<file path="config.mk">
export PLATFORM = sky130hd
export DESIGN_NAME = miriscv_memory_stage
export DESIGN_NICKNAME = d
export VERILOG_FILES = /design/src/rtl/miriscv_memory_stage.sv
export SDC_FILE = /design/constraint.sdc
export NUM_CORES = 1
export LEC_CHECK = 0
export BUFFER_PORTS_ARGS = -buffer_cell sky130_fd_sc_hd__buf_2
export CORE_AREA = 2 2 151 153
export DETAILED_ROUTE_END_ITERATION = 8
export DIE_AREA = 0 0 153 155
export PLACE_DENSITY = 0.8
export SKIP_LAST_GASP = 1
export SYNTH_ARGS = -nofsm -noshare
export SYNTH_HDL_FRONTEND = slang
export SYNTH_SLANG_ARGS = --single-unit
</file>
<file path="constraint.sdc">
create_clock -name clk_i -period 2.55 [get_ports clk_i]
set_input_delay 0.51 -clock clk_i [delete_from_list [all_inputs] [get_ports clk_i]]
set_output_delay 0.51 -clock clk_i [all_outputs]
set_load 0.005 [all_outputs]
</file>
<file path="src/rtl/miriscv_memory_stage.sv">
// miriscv pipeline stage 4: data-bus load/store access, load alignment, GPR writeback
// select and branch/jump misprediction resolution.

package miriscv_pkg;
  localparam int unsigned XLEN       = 32;
  localparam int unsigned GPR_ADDR_W = 5;
  localparam int unsigned WB_SRC_W   = 2;

  localparam logic [WB_SRC_W-1:0] WB_SRC_ALU = 2'd0;
  localparam logic [WB_SRC_W-1:0] WB_SRC_MDU = 2'd1;
  localparam logic [WB_SRC_W-1:0] WB_SRC_LSU = 2'd2;
endpackage

package miriscv_lsu_pkg;
  localparam int unsigned MEM_ACCESS_W = 3;

  localparam logic [MEM_ACCESS_W-1:0] MEM_ACCESS_WORD  = 3'd0;
  localparam logic [MEM_ACCESS_W-1:0] MEM_ACCESS_HALF  = 3'd1;
  localparam logic [MEM_ACCESS_W-1:0] MEM_ACCESS_BYTE  = 3'd2;
  localparam logic [MEM_ACCESS_W-1:0] MEM_ACCESS_UHALF = 3'd3;
  localparam logic [MEM_ACCESS_W-1:0] MEM_ACCESS_UBYTE = 3'd4;
endpackage

module miriscv_memory_stage
  import miriscv_pkg::*;
  import miriscv_lsu_pkg::*;
(
  input  logic                    clk_i,
  input  logic                    arstn_i,

  input  logic                    cu_kill_m_i,
  input  logic                    cu_stall_m_i,
  output logic                    m_stall_req_o,

  input  logic                    e_valid_i,
  input  logic [XLEN-1:0]         e_alu_result_i,
  input  logic [XLEN-1:0]         e_mdu_result_i,
  input  logic                    e_mem_req_i,
  input  logic                    e_mem_we_i,
  input  logic [MEM_ACCESS_W-1:0] e_mem_size_i,
  input  logic [XLEN-1:0]         e_mem_addr_i,
  input  logic [XLEN-1:0]         e_mem_data_i,
  input  logic                    e_gpr_wr_en_i,
  input  logic [GPR_ADDR_W-1:0]   e_gpr_wr_addr_i,
  input  logic [WB_SRC_W-1:0]     e_gpr_src_sel_i,
  input  logic                    e_branch_i,
  input  logic                    e_jal_i,
  input  logic                    e_jalr_i,
  input  logic                    e_prediction_i,
  input  logic                    e_br_j_taken_i,
  input  logic [XLEN-1:0]         e_target_pc_i,
  input  logic [XLEN-1:0]         e_next_pc_i,

  output logic                    data_req_o,
  output logic                    data_we_o,
  output logic [3:0]              data_be_o,
  output logic [XLEN-1:0]         data_addr_o,
  output logic [XLEN-1:0]         data_wdata_o,
  input  logic                    data_gnt_i,
  input  logic                    data_rvalid_i,
  input  logic [XLEN-1:0]         data_rdata_i,

  output logic                    m_flush_o,
  output logic [XLEN-1:0]         m_redirect_pc_o,
  output logic                    m_misalign_o,
  output logic                    m_valid_o,
  output logic                    m_gpr_wr_en_o,
  output logic [GPR_ADDR_W-1:0]   m_gpr_wr_addr_o,
  output logic [XLEN-1:0]         m_gpr_wr_data_o
);

  typedef enum logic [1:0] {
    ST_IDLE,
    ST_REQ,
    ST_RSP
  } state_e;

  state_e state_q, state_d;

  // Bus request attributes captured on the first request cycle
  logic [XLEN-1:0]         addr_q;
  logic [3:0]              be_q;
  logic [XLEN-1:0]         wdata_q;
  logic                    we_q;
  logic [MEM_ACCESS_W-1:0] size_q;
  logic [1:0]              off_q;

  // Completed load waiting for the pipeline register, and a kill waiting for the drain
  logic                    held_q, held_d;
  logic [XLEN-1:0]         lsu_data_q;
  logic                    kill_pend_q, kill_pend_d;

  logic                    m_valid_q;
  logic                    m_wr_en_q;
  logic [GPR_ADDR_W-1:0]   m_wr_addr_q;
  logic [XLEN-1:0]         m_wr_data_q;
  logic                    m_misalign_q;

  logic [1:0]              off_c;
  logic [3:0]              be_c;
  logic [XLEN-1:0]         wdata_c;
  logic                    size_misal;
  logic                    misalign;
  logic                    access;
  logic                    in_idle;
  logic                    rsp_done;
  logic                    adv;
  logic                    killed;
  logic                    wr_en_c;
  logic                    ctrl;
  logic [XLEN-1:0]         lsu_data;
  logic [XLEN-1:0]         wb_data;

  function automatic logic [XLEN-1:0] align_load(input logic [XLEN-1:0]         rdata,
                                                 input logic [MEM_ACCESS_W-1:0] size,
                                                 input logic [1:0]              off);
    logic [XLEN-1:0] sh;
    sh = rdata >> {off, 3'b000};
    case (size)
      MEM_ACCESS_BYTE:  return {{24{sh[7]}}, sh[7:0]};
      MEM_ACCESS_UBYTE: return {24'd0, sh[7:0]};
      MEM_ACCESS_HALF:  return {{16{sh[15]}}, sh[15:0]};
      MEM_ACCESS_UHALF: return {16'd0, sh[15:0]};
      default:          return sh;
    endcase
  endfunction

  assign off_c = e_mem_addr_i[1:0];

  always_comb begin
    // NOTE: every output of a combinational block gets a default first, otherwise the
    // unlisted case arms would have to remember the old value and a latch is inferred.
    be_c       = 4'b0001 << off_c;
    size_misal = 1'b0;
    case (e_mem_size_i)
      MEM_ACCESS_HALF, MEM_ACCESS_UHALF: begin
        be_c       = 4'b0011 << off_c;
        size_misal = off_c[0];
      end
      MEM_ACCESS_WORD: begin
        be_c       = 4'hF;
        size_misal = |off_c;
      end
      default: ;
    endcase
  end

  assign wdata_c  = e_mem_data_i << {off_c, 3'b000};
  assign misalign = e_valid_i & e_mem_req_i & size_misal;
  assign access   = e_valid_i & e_mem_req_i & ~size_misal & ~cu_kill_m_i & ~held_q;
  assign in_idle  = (state_q == ST_IDLE);
  assign rsp_done = (state_q == ST_RSP) & data_rvalid_i;

  assign m_stall_req_o = (in_idle & access) | (state_q == ST_REQ)
                       | ((state_q == ST_RSP) & ~data_rvalid_i);
  assign adv           = ~cu_stall_m_i & ~m_stall_req_o;
  assign killed        = cu_kill_m_i | kill_pend_q;

  assign data_req_o   = (in_idle & access) | (state_q == ST_REQ);
  assign data_addr_o  = in_idle ? {e_mem_addr_i[XLEN-1:2], 2'b00} : addr_q;
  assign data_be_o    = in_idle ? be_c         : be_q;
  assign data_wdata_o = in_idle ? wdata_c      : wdata_q;
  assign data_we_o    = in_idle ? e_mem_we_i   : we_q;

  always_comb begin
    state_d = state_q;
    unique case (state_q)
      ST_IDLE: if (access)        state_d = data_gnt_i ? ST_RSP : ST_REQ;
      ST_REQ:  if (data_gnt_i)    state_d = ST_RSP;
      ST_RSP:  if (data_rvalid_i) state_d = ST_IDLE;
      default:                    state_d = ST_IDLE;
    endcase
  end

  always_comb begin
    held_d = held_q;
    if (adv)           held_d = 1'b0;
    else if (rsp_done) held_d = 1'b1;

    kill_pend_d = kill_pend_q;
    if (adv)                                  kill_pend_d = 1'b0;
    else if (cu_kill_m_i & (~in_idle | held_q)) kill_pend_d = 1'b1;
  end

  // Stores and misaligned accesses never write a GPR
  assign wr_en_c = e_valid_i & e_gpr_wr_en_i & ~(e_mem_req_i & (e_mem_we_i | size_misal));

  always_comb begin
    lsu_data = held_q ? lsu_data_q : align_load(data_rdata_i, size_q, off_q);
    case (e_gpr_src_sel_i)
      WB_SRC_LSU: wb_data = lsu_data;
      WB_SRC_MDU: wb_data = e_mdu_result_i;
      default:    wb_data = e_alu_result_i;
    endcase
  end

  // NOTE: sequential state uses non-blocking assignments so every register samples the
  // pre-edge values of its peers regardless of statement order.
  always_ff @(posedge clk_i or negedge arstn_i) begin
    if (!arstn_i) begin
      state_q     <= ST_IDLE;
      addr_q      <= '0;
      be_q        <= '0;
      wdata_q     <= '0;
      we_q        <= 1'b0;
      size_q      <= MEM_ACCESS_WORD;
      off_q       <= '0;
      held_q      <= 1'b0;
      lsu_data_q  <= '0;
      kill_pend_q <= 1'b0;
    end else begin
      state_q     <= state_d;
      held_q      <= held_d;
      kill_pend_q <= kill_pend_d;
      if (in_idle & access) begin
        addr_q  <= {e_mem_addr_i[XLEN-1:2], 2'b00};
        be_q    <= be_c;
        wdata_q <= wdata_c;
        we_q    <= e_mem_we_i;
        size_q  <= e_mem_size_i;
        off_q   <= off_c;
      end
      if (rsp_done) lsu_data_q <= align_load(data_rdata_i, size_q, off_q);
    end
  end

  always_ff @(posedge clk_i or negedge arstn_i) begin
    if (!arstn_i) begin
      m_valid_q    <= 1'b0;
      m_wr_en_q    <= 1'b0;
      m_wr_addr_q  <= '0;
      m_wr_data_q  <= '0;
      m_misalign_q <= 1'b0;
    end else if (adv) begin
      m_valid_q    <= e_valid_i & ~killed;
      m_wr_en_q    <= wr_en_c & ~killed;
      m_wr_addr_q  <= e_gpr_wr_addr_i;
      m_wr_data_q  <= wb_data;
      m_misalign_q <= misalign & ~killed;
    end else begin
      m_misalign_q <= 1'b0;
      if (cu_kill_m_i) begin
        m_valid_q <= 1'b0;
        m_wr_en_q <= 1'b0;
      end
    end
  end

  assign m_valid_o       = m_valid_q;
  assign m_gpr_wr_en_o   = m_wr_en_q;
  assign m_gpr_wr_addr_o = m_wr_addr_q;
  assign m_gpr_wr_data_o = m_wr_data_q;
  assign m_misalign_o    = m_misalign_q;

  // A control transfer mispredicts on direction, and an indirect jump always redirects
  assign ctrl            = e_branch_i | e_jal_i | e_jalr_i;
  assign m_flush_o       = e_valid_i & ~cu_kill_m_i & ~m_stall_req_o & ctrl
                         & ((e_br_j_taken_i != e_prediction_i) | (e_jalr_i & e_br_j_taken_i));
  assign m_redirect_pc_o = e_br_j_taken_i ? e_target_pc_i : e_next_pc_i;

endmodule

</file>
* Word level (Yosys, flattened, before mapping) *
Index checks and enable logic that the tools add are counted.

storage, ports and cells
  register bits = 148
  word-level logic and storage cells = 102

cells by class
  equality and inequality tests = 14
  shift operators = 4
  mux-type cells = 23
  bitwise operators = 38
  reductions and logical operators = 8

operators with widths
  operator                                                            number
  32-bit two-way mux                                                  4
  32-bit one-hot mux with 4 select lines                              1
  32-bit one-hot mux with 2 select lines                              1
  32-bit by 5-bit left shift with 32-bit output                       1
  32-bit by 5-bit right shift with 32-bit output                      1
  1-bit bitwise AND                                                   21
  3-bit by 2-bit == test with 1-bit output (second input constant)    3
  1-bit two-way mux                                                   9
  1-bit inverter                                                      9
  2-bit two-way mux                                                   4
  1-bit OR                                                            8
  4-bit one-hot mux with 2 select lines                               1
  3-bit by 1-bit == test with 1-bit output (second input constant)    2
  2-bit inequality test (second input constant)                       3
  2-bit one-hot mux with 3 select lines                               1
  2-bit nonzero test                                                  3
  2-bit by 1-bit == test with 1-bit output (second input constant)    2
  2-bit == test (second input constant)                               2
  4-bit two-way mux                                                   1
  2-bit OR reduction                                                  2
  1-bit by 2-bit left shift with 4-bit output (first input constant)  1
  2-bit by 2-bit left shift with 4-bit output (first input constant)  1
  3-bit == test (second input constant)                               1
  3-bit zero test                                                     1
  other kinds (4)                                                     4

* Depth between registers and ports, before layout *
  depth in word-level cells = 14
  gate-level depth with buffers = 8
  mapped depth without buffers = 7

* Least setup slack after synthesis *
No wires, ideal clock.

  kind = input port to output port
  from = input port e_mem_addr_i[1]
  to = output port data_wdata_o[17]
  arrival time = 1734 ps
  slack = 306 ps
  stages on the path = 5
  cell sequence = clkbuf_1 > buf_1 > mux2_2 > a22oi_1 > o21ai_0

on the way
  longest elaborated chain between the ends = 2

ends and longest elaborated chain
  element                                        line  RTL
  from (decl)                                    41    input logic [XLEN-1:0] e_mem_addr_i,
  32-bit by 5-bit left shift with 32-bit output  148   assign wdata_c = e_mem_data_i << {off_c, 3'b000};
  32-bit two-way mux                             162   assign data_wdata_o = in_idle ? wdata_c : wdata_q;
  to (decl)                                      58    output logic [XLEN-1:0] data_wdata_o,

No other way between the ends.

* Worst setup path in the final report *
  from = register size_q[2]
  to = register m_wr_data_q[31], in the netlist m_gpr_wr_data_o[31]

on the way
  longest elaborated chain between the ends = 4
  elaborated cells on any way between the ends = 7
  those cells by class = eq/ne: 4; mux: 3

ends and longest elaborated chain
  element                                                                 line  RTL
  from (decl)                                                             85    logic [MEM_ACCESS_W-1:0] size_q;
  from (signal assigned)                                                  220   size_q <= e_mem_size_i;
  3-bit by 2-bit == test with 1-bit output, or another cell as far along  119   case (size)
  32-bit one-hot mux with 4 select lines *                                119
  32-bit two-way mux *                                                    189   lsu_data = held_q ? lsu_data_q : align_load(data_rdata_i, size_q, off_q);
  32-bit one-hot mux with 2 select lines *                                190   case (e_gpr_src_sel_i)
  to (signal assigned)                                                    238   m_wr_data_q <= wb_data;
  to (decl)                                                               96    logic [XLEN-1:0] m_wr_data_q;

Every way passes the cells marked *; elsewhere a longest branch is shown, timed or not.
A chain may end at the register's enable or synchronous reset.

==> out/metrics.cfg <==
[global_route]
antenna_found_initial = 0
overflow = 0
track_usage = 0.254
grt_pass1_vias = 8888
grt_max_degree = 59
grt_pass1_wl_mm = 48.1

[worst_setup_path]
crit_path_start = size_q[2]
required_ns = 2.92
reg2reg_depth = 6
cpPeakStageDelay_ns = 0.69
cp.arrival_ns = 2.81
crit_chain = or3_1 -> a2111oi_0 -> buf_4 -> a222oi_1 -> a21oi_1 -> mux2_2
r2r_start = size_q[2]
cp.depth = 6
crit_path_top_delay_cell = a2111oi_0
cp_max_fo = 9
startpoint_type = register
end_kind = register
crit_family = compound AO/OA/AOI/OAI gates
path_class = reg2reg
path_buf_inv = 1

[clocking]
cts_root_buffer = clkbuf_16
clkLatencyLatePin_ns = 0.43
htreeDepth = 4
cts.sinks = 148
cts_buffer_depth = 2
numCtsBuffers = 17
cts_tree = built
post_cts_resized = 1
holdBufCountCts = 0
clk_pin_slew_ns = 0.07
cts_setup_buffers = 0

[detailed_routing]
via_per_inst = 5.45
dr.max_layer_used = met4
drt_iter0_markers = 619
routed_wl_mm = 30.7
wl_met2_mm = 14.3
ant_nets = 0
wl_per_cell_um = 18.4
drc = 0
wl_met3_mm = 2.43
num_vias = 9112
drt-met1-wl_mm = 13.4
dr.pass1.iters = 5

[timing]
setup_tns_ns = 0
fin_crit_sh = 0.958
clock.fmax_mhz = 409
skew_ns = 0.00989
drv_slew = 0
worst_pin_slew_ns = 0.682
setup_viol = 0
finalHoldViolations = 0
rsz0062_at_grt = false
relSlewSlack = 0.534
fin_crit_ns = 2.44
fin_ws_ns = 0.106

[floorplan]
dieHeight_um = 155
initial_core_util = 0.414
rows = 55
die-area_mm2 = 0.0237
core-area_mm2 = 0.0222
num_io_pins = 393
die_x_um = 153

[synth]
avgSynthCellArea_um2 = 9.12
syn-instance-count = 1009
ys_top_cells_by_area = dfrtp_1 40%, mux2_2 15%, nand2_1 9.6%, o21ai_0 4.1%, a21oi_1 3.8%
netlist_area_mm2 = 0.00921
synth_edf_count = 0
async_flop_share = 1.00
ys_seq_area_frac = 0.402
synth_top_area_cell = dfrtp_1
yosys_warnings = 0
ys_types = 53
synthFlopType = dfrtp_1
synth_seq_cells = 148
yosysTopAreaCellShare = 0.402

[placed_design]
pre_cts_slack_ns = 0.204
io_buffers = 390
gp_congestion = 0.964
dpl-instance-area_mm2 = 0.0116
hpwlAfterDp_mm = 23.2

[cells_and_area]
fin_nets = 1628
n_antenna_cell = 0
fill_cells = 2004
area_growth_pct = 32.9
drive_above_1_share = 0.444
design_area_mm2 = 0.0122

[power]
total_power_mw = 9.63
powerDensity_mw_per_mm2 = 787
irDropWorstVdd_mv = 0.395
leakage_nw = 6.08

[min_path]
hold_path_class = in2async

[flow_run]
drv_cap = 0

[run_status]
outcome = completed

sequential cells by signal, summed over array words and instances (netlist names), 2 cells and up:
name             flops
addr_q              30
be_q                 4
lsu_data_q          32
m_gpr_wr_addr_o      5
m_gpr_wr_data_o     32
off_q                2
size_q               3
state_q              2
wdata_q             32
final timing paths:
path | endpoint | slack [ns]
worst max-delay path | m_gpr_wr_data_o[31] | 0.11
worst min-delay path | lsu_data_q[1] | 0.08
worst max register to register | m_gpr_wr_data_o[31] | 0.11
worst min register to register | lsu_data_q[1] | 0.48
max in group asynchronous | wdata_q[28] | 1.77
min in group clk_i | state_q[0] | 0.25
synth_stat cells (all sizes together), types with 14 or more instances:
library cell,n
mux2,128
dfrtp,148
inv,31
mux2i,26
a21oi,70
buf,30
a221oi,25
nand2b,16
nor2b,14
o221ai,16
nand2,235
clkbuf,51
nor2,41
o21ai,84
placed cells by master, fill, tap and decap left out, types with 17 or more instances in the layout:
master and n:
mux2i_1 26, o21ai_0 75, buf_2 389, nor2_1 40
dfrtp_1 148, clkbuf_16 17, buf_4 28, inv_1 30
a21oi_1 69, a221oi_1 18, mux2_2 124, nand2_1 235
worst register-to-register path: stages, from the launching register on:
cell,delay [ns]
dfrtp_1,0.55
or3_1,0.50
a2111oi_0,0.69
buf_4,0.23
a222oi_1,0.08
a21oi_1,0.18
mux2_2,0.16
through the flow:
| stage | hold slack, ns | utilization | cells |
|---|---|---|---|
| 3_3_place_gp | 0.453 | 0.520 | 1643 |
| 3_5_place_dp | 0.463 | 0.520 | 1643 |
| 6_report | 0.0765 | 0.550 | 1673 |
| 4_1_cts | 0.0848 | 0.550 | 1673 |
| 2_1_floorplan | 0.214 | - | 1010 |
| 5_1_grt | 0.0996 | 0.550 | 1673 |
report_power, final:
part	switching, mW	internal (mW)	leakage [nW]
sequential	0.455	3.09	1.83
combinational	1.66	1.60	3.94
clock	1.05	1.79	0.316
total	3.16	6.47	6.08
routing by layer:
layer  global-route usage  up-vias
met4               0.0736        0
met1                0.348     4360
li1                     -     4289
met3               0.0610       50
met2                0.404      413
met5                    0        -
layout make-up:
type / instances / area (um2) / share of cell area
Multi-Input combinational cell: 750 / 5020 / 0.410
Timing Repair Buffer: 429 / 2380 / 0.195
Inverter: 31 / 116 / 0.00952
Sequential cell: 148 / 3700 / 0.303
Clock inverter: 11 / 201 / 0.0165
Clock buffer: 19 / 453 / 0.0370
Tap cell: 285 / 357 / 0.0292
kinds of logic (layout without fill, tap and decap cells):
| family | count (synthesis) | after routing | share of synthesized area |
|---|---|---|---|
| multiplexers | 162 | 162 | 0.206 |
| AND/OR/NAND/NOR | 326 | 326 | 0.148 |
| adder cells (fa/ha/maj) | 2 | 2 | 0.00272 |
| AO/OA/AOI/OAI | 257 | 257 | 0.186 |
| buffers and inverters | 112 | 490 | 0.0542 |
| flip-flops | 148 | 148 | 0.402 |
| XOR/XNOR | 1 | 1 | 0.000952 |
| other | 1 | 2 | 0.000407 |
Note: power is estimated with default switching activity, not from simulation.
